## src/rtl/keypad_scan_sequencer.sv

```systemverilog
// keypad_scan_sequencer -- 4x4 matrix keypad sweep, synchronizer and per-key debounce.
//
// Ports:
//   clk, rst        clock; asynchronous active-high reset
//   scan_en         1: sweep continuously; 0: finish the current sweep, then park in IDLE
//   rows[3:0]       keypad rows, active low, synchronized internally
//   cols[3:0]       column drive, active low, one-cold while a column is driven
//   key_state[15:0] debounced levels, index = row*4 + col
//   key_press       one-cycle pulse on an accepted 0->1 change
//   key_release     one-cycle pulse on an accepted 1->0 change
//   scan_done       one-cycle pulse per completed sweep
//   busy            high whenever the sequencer is not IDLE

// One debounce slice per key. The update strobe marks the UPDATE cycle,
// when the freshly captured raw value for this key is complete.
module keypad_key_debounce #(
  parameter int DEBOUNCE_SCANS = 4
) (
  input  logic clk,
  input  logic rst,
  input  logic update,
  input  logic raw,
  output logic state,
  output logic press,
  output logic rel
);
  logic [3:0] cnt;

  always_ff @(posedge clk or posedge rst) begin
    if (rst) begin
      cnt   <= '0;
      state <= 1'b0;
      press <= 1'b0;
      rel   <= 1'b0;
    end else begin
      press <= 1'b0;
      rel   <= 1'b0;
      if (update) begin
        if (raw == state) begin
          cnt <= '0;
        end else if (cnt + 4'd1 == 4'(DEBOUNCE_SCANS)) begin
          state <= ~state;
          cnt   <= '0;
          press <= raw;
          rel   <= ~raw;
        end else begin
          cnt <= cnt + 4'd1;
        end
      end
    end
  end
endmodule

module keypad_scan_sequencer #(
  parameter int SETTLE_CYCLES  = 1000,
  parameter int DEBOUNCE_SCANS = 4
) (
  input  logic        clk,
  input  logic        rst,
  input  logic        scan_en,
  input  logic [3:0]  rows,
  output logic [3:0]  cols,
  output logic [15:0] key_state,
  output logic [15:0] key_press,
  output logic [15:0] key_release,
  output logic        scan_done,
  output logic        busy
);
  localparam int CW = (SETTLE_CYCLES > 2) ? $clog2(SETTLE_CYCLES) : 2;

  typedef enum logic [1:0] {IDLE, DRIVE, SAMPLE, UPDATE} state_t;

  state_t          state, state_nxt;
  logic [1:0]      col;
  logic [CW-1:0]   settle_cnt;
  logic [3:0]      rows_meta, rows_sync;
  logic [15:0]     raw;
  logic            settle_last;

  assign settle_last = (settle_cnt == CW'(SETTLE_CYCLES - 1));

  always_ff @(posedge clk or posedge rst) begin
    if (rst) state <= IDLE;
    else     state <= state_nxt;
  end

  always_comb begin
    state_nxt = state;
    cols      = 4'b1111;
    busy      = (state != IDLE);
    case (state)
      IDLE:    if (scan_en) state_nxt = DRIVE;
      DRIVE: begin
        cols = ~(4'b0001 << col);
        if (settle_last) state_nxt = SAMPLE;
      end
      SAMPLE: begin
        cols      = ~(4'b0001 << col);
        state_nxt = (col == 2'd3) ? UPDATE : DRIVE;
      end
      UPDATE:  state_nxt = scan_en ? DRIVE : IDLE;
      default: state_nxt = IDLE;
    endcase
  end

  // Datapath: synchronizer, column/settle counters, raw capture, sweep pulse.
  // Reset idles the synchronizer at "no key" so nothing spurious is sampled.
  always_ff @(posedge clk or posedge rst) begin
    if (rst) begin
      rows_meta  <= 4'b1111;
      rows_sync  <= 4'b1111;
      col        <= '0;
      settle_cnt <= '0;
      raw        <= '0;
      scan_done  <= 1'b0;
    end else begin
      rows_meta <= rows;
      rows_sync <= rows_meta;
      scan_done <= 1'b0;
      case (state)
        IDLE: begin
          col        <= '0;
          settle_cnt <= '0;
        end
        DRIVE: settle_cnt <= settle_last ? '0 : settle_cnt + 1'b1;
        SAMPLE: begin
          for (int r = 0; r < 4; r++) raw[{2'(r), col}] <= ~rows_sync[r];
          if (col != 2'd3) col <= col + 2'd1;
          settle_cnt <= '0;
        end
        UPDATE: begin
          col        <= '0;
          settle_cnt <= '0;
          scan_done  <= 1'b1;
        end
        default: ;
      endcase
    end
  end

  for (genvar k = 0; k < 16; k++) begin : g_key
    keypad_key_debounce #(.DEBOUNCE_SCANS(DEBOUNCE_SCANS)) u_dbc (
      .clk    (clk),
      .rst    (rst),
      .update (state == UPDATE),
      .raw    (raw[k]),
      .state  (key_state[k]),
      .press  (key_press[k]),
      .rel    (key_release[k])
    );
  end
endmodule

```

## config.mk

```make
export PLATFORM = sky130hd
export DESIGN_NAME = keypad_scan_sequencer
export DESIGN_NICKNAME = d
export VERILOG_FILES = /design/src/rtl/keypad_scan_sequencer.sv
export SDC_FILE = /design/constraint.sdc
export NUM_CORES = 1
export LEC_CHECK = 0
export BUFFER_PORTS_ARGS = -buffer_cell sky130_fd_sc_hd__buf_2
export CORE_MARGIN = 4
export CORE_UTILIZATION = 63
export CTS_BUF_LIST = sky130_fd_sc_hd__clkbuf_8
export CTS_CLUSTER_SIZE = 25
export DETAILED_ROUTE_END_ITERATION = 10
export PLACE_DENSITY_LB_ADDON = 0.3
export SYNTH_ARGS = -nofsm -noshare
export SYNTH_HDL_FRONTEND = slang
export SYNTH_SLANG_ARGS = --single-unit
```

## constraint.sdc

```tcl
create_clock -name clk -period 5.2 [get_ports clk]
set_clock_uncertainty 0.2 [all_clocks]
set_input_delay 0.52 -clock clk [delete_from_list [all_inputs] [get_ports clk]]
set_output_delay 0.52 -clock clk [all_outputs]
set_load 0.005 [all_outputs]
```

==> out/summary.log <==
INFO  place          last_weighted_congestion_value_of_the_routability_driven_placer=0.832
INFO  route          drt_drc_violations_left=0
INFO  floorplanning  core_area=12,200um^2
INFO  global_routing antenna_found_initial=0
INFO  place          portBuffers=60
INFO  cts            root_buf_cell=clkbuf_8
INFO  floorplanning  design.die.area=14,400um^2
INFO  yosys          post_synth_num_cell_types=52
INFO  outcome        status=finished, final reports clean
INFO  cts            tritoncts=built
INFO  cts            tritoncts.num_buffers=17
INFO  timing         max_slew.worst_pin.slew=0.960ns
INFO  route          viasPerCell=5.88
INFO  yosys          synth_top_cells_by_count=143 x dfrtp_1, 68 x nand2_1, 49 x o21ai_0
INFO  layout         drive_gt1_share=16.4%
INFO  yosys          synth_cells=762
INFO  yosys          yosys_most_used_dff=dfrtp_1
INFO  timing         drv_slew=0
INFO  floorplanning  row_count=40
INFO  global_routing groute.usage.overall=22.4%
INFO  worst_setup_path cp_max_fo=88
INFO  layout         utilization=69.5%
INFO  floorplanning  die_h=120um
INFO  timing         final.setup.tns=0ns
INFO  place          dp_slack=2.80ns
INFO  route          drt-initial-drc-count=345
INFO  global_routing number_of_global_route_vias_before_repair=5,613
INFO  layout         diodes_inserted=0
INFO  yosys          avgSynthCellArea=10.4um^2
INFO  timing         report.final.hold_viol_count=0
INFO  power_and_ir_drop power_density=445nW/um^2
INFO  cts            ctsHtreeMaxLevel=4
INFO  yosys          synthDominantCellAreaShare=45.1%
INFO  timing         fmax=411MHz
INFO  floorplanning  die_width=120um
INFO  timing         setup_viol=0
INFO  timing         unrepaired_setup_endpoints_after_global_routing=no
INFO  route          dr.pass1.iters=5
INFO  run            maxCapViolCount=0
INFO  power_and_ir_drop leakagePower=0.00394uW
INFO  worst_hold_path min-delay-path-class=in2async
INFO  global_routing grt_start_max_net_pins=110
INFO  timing         fin_crit_share=46.8%
INFO  cts            postCtsSetupRepairBufs=0
INFO  cts            cts_buffer_depth=2
INFO  route          route.antenna.remaining_nets=0
INFO  layout         fillerInstances=900
INFO  yosys          synth_warnings=0
INFO  worst_setup_path kind_of_end_point_of_the_critical_path=flip-flop
INFO  floorplanning  start_util=65.2%
INFO  yosys          ys_async_sr_fraction=100%
INFO  power_and_ir_drop ir_drop=0.000378V
INFO  timing         worst_slack=2.77ns
INFO  power_and_ir_drop switching_share=37.0%
INFO  global_routing overflow=0
INFO  yosys          synth-seq-area-share=47.8%
INFO  worst_setup_path critical_path.startpoint_type=flip-flop
INFO  worst_setup_path worstSetupPathType=reg2reg
INFO  timing         final.hold.worst_slack=0.105ns
INFO  worst_setup_path timing.critical_path.required=5.33ns
INFO  power_and_ir_drop p_sw=1390uW
INFO  timing         min_period=2.43ns
INFO  layout         final_nets=823
INFO  power_and_ir_drop internal_portion_of_total_power=2370uW
INFO  yosys          yosys-top-cells-area=dfrtp_1 45%, ha_1 6.0%, buf_4 4.5%
INFO  route          drt-wirelength-per-cell=15.7um
INFO  yosys          syn_nets=807
INFO  timing         max_slew_margin=36.0%
INFO  yosys          synth_most_common_cell=dfrtp_1
INFO  floorplanning  pin_count=61
INFO  cts            path_clk_slew=0.08ns
INFO  yosys          synth_top_cell_by_area=dfrtp_1
INFO  global_routing grt_pass1_wl=26,200um
INFO  place          hpwlAfterDp=9970um
INFO  power_and_ir_drop combinationalPowerShare=30.7%
INFO  yosys          syn_area=7930um^2
INFO  worst_setup_path arrival_time_of_data_at_the_critical_path_endpoint=2.56ns
INFO  layout         area_growth_from_synthesis_to_layout=6.56%
INFO  yosys          ys_seq_elements=151
INFO  cts            cts.sinks=151
INFO  yosys          synth_edf_count=0
INFO  power_and_ir_drop power_frac_clock=23.6%
INFO  cts            worstSkewPairLatency=0.44ns
INFO  route          wire_length_after_detailed_routing=15,000um
INFO  power_and_ir_drop sequentialPowerShare=45.7%
INFO  route          dr_total_vias=5,639
-- cell families (layout without fill, tap and decap cells) --
| logic type | Yosys count | after routing | share of synthesized area [%] |
|---|---|---|---|
| AOI/OAI and AO/OA | 159 | 159 | 13.7 |
| xor gates and xnor gates | 41 | 41 | 4.53 |
| adders and majority gates | 38 | 38 | 6.00 |
| buffers and inverters | 98 | 127 | 7.02 |
| DFF | 151 | 151 | 47.8 |
| muxes | 28 | 28 | 3.99 |
| and+or+nand+nor | 247 | 247 | 17.0 |
-- state kept, by name, summed over array words and instances, names as in the netlist --
signal	cells
raw	16
g_key.u_dbc.rel	16
g_key.u_dbc.cnt	64
settle_cnt	10
g_key.u_dbc.state	16
rows_meta	4
col	2
rows_sync	4
scan_done	1
g_key.u_dbc.press	16
state	2
-- timing repair --
action	4_1_cts	5_1_grt
resized for setup	0	0
endpoints found under the hold margin	4	0
hold buffers	4	0
-- final cells by class --
cell class | count | area, um^2 | share of cell area, %
repair buffers | 66 | 355 | 4.20
clock buffers | 21 | 289 | 3.42
multi-input cells | 513 | 3590 | 42.4
inverters | 29 | 114 | 1.35
flip-flops and latches | 151 | 3790 | 44.8
well taps | 168 | 210 | 2.49
clock inverters | 11 | 106 | 1.26
-- final timing paths --
check                                  start               endpoint  slack, ns  depth (start not counted)
worst max-delay path                state[0]  g_key[15].u_dbc.state       2.77                          4
worst min-delay path                     rst    g_key[15].u_dbc.rel       0.10                          2
worst max register to register      state[0]  g_key[15].u_dbc.state       2.77                          4
worst min register to register  rows_meta[0]           rows_sync[0]       0.16                          0
max in group asynchronous                rst  g_key[3].u_dbc.cnt[2]       3.58                          3
min in group clk                rows_meta[0]           rows_sync[0]       0.16                          0
-- critical path: stages, from the launching register on --
cell     delay (ns)
dfrtp_1        0.48
ha_2           0.23
buf_4          0.68
nand3_1        0.33
mux2_4         0.38
-- routing by layer --
| layer | track usage (%) | wire length (um) | up-vias |
|---|---|---|---|
| li1 | - | - | 2696 |
| met1 | 29.8 | 6700 | 2745 |
| met2 | 35.7 | 7400 | 171 |
| met3 | 5.33 | 711 | 27 |
| met4 | 8.66 | 224 | 0 |
| met5 | 0 | 0 | - |
-- power groups by stage --
stage | registers [uW] | clock network, uW | logic [uW]
after global routing | 1760 | 968 | 1300
after global placement | 1700 | 0 | 1080
after detailed placement | 1730 | 0 | 1140
after CTS | 1710 | 908 | 1160
after floorplan | 1640 | 0 | 939
final | 1720 | 886 | 1150
-- placed cells by master (no fill, tap or decap), types with 18 or more instances in the layout --
| master | instances |
|---|---|
| a21oi_1 | 20 |
| and3_1 | 20 |
| buf_2 | 60 |
| clkbuf_8 | 21 |
| dfrtp_1 | 143 |
| ha_1 | 37 |
| inv_1 | 30 |
| mux2_2 | 25 |
| nand2_1 | 68 |
| nor2_1 | 36 |
| nor3b_1 | 36 |
| o21ai_0 | 49 |
| o2bb2ai_1 | 18 |
| xnor2_1 | 26 |
-- per-stage QoR --
stage | area (um^2) | cells | total power (uW)
after floorplan | 7930 | 762 | 2570
after global placement | 8020 | 923 | 2780
after detailed placement | 8020 | 923 | 2870
after CTS | 8450 | 959 | 3780
after global routing | 8450 | 959 | 4030
final | 8450 | 959 | 3760
No activity file was read; power rests on OpenSTA's default activity.
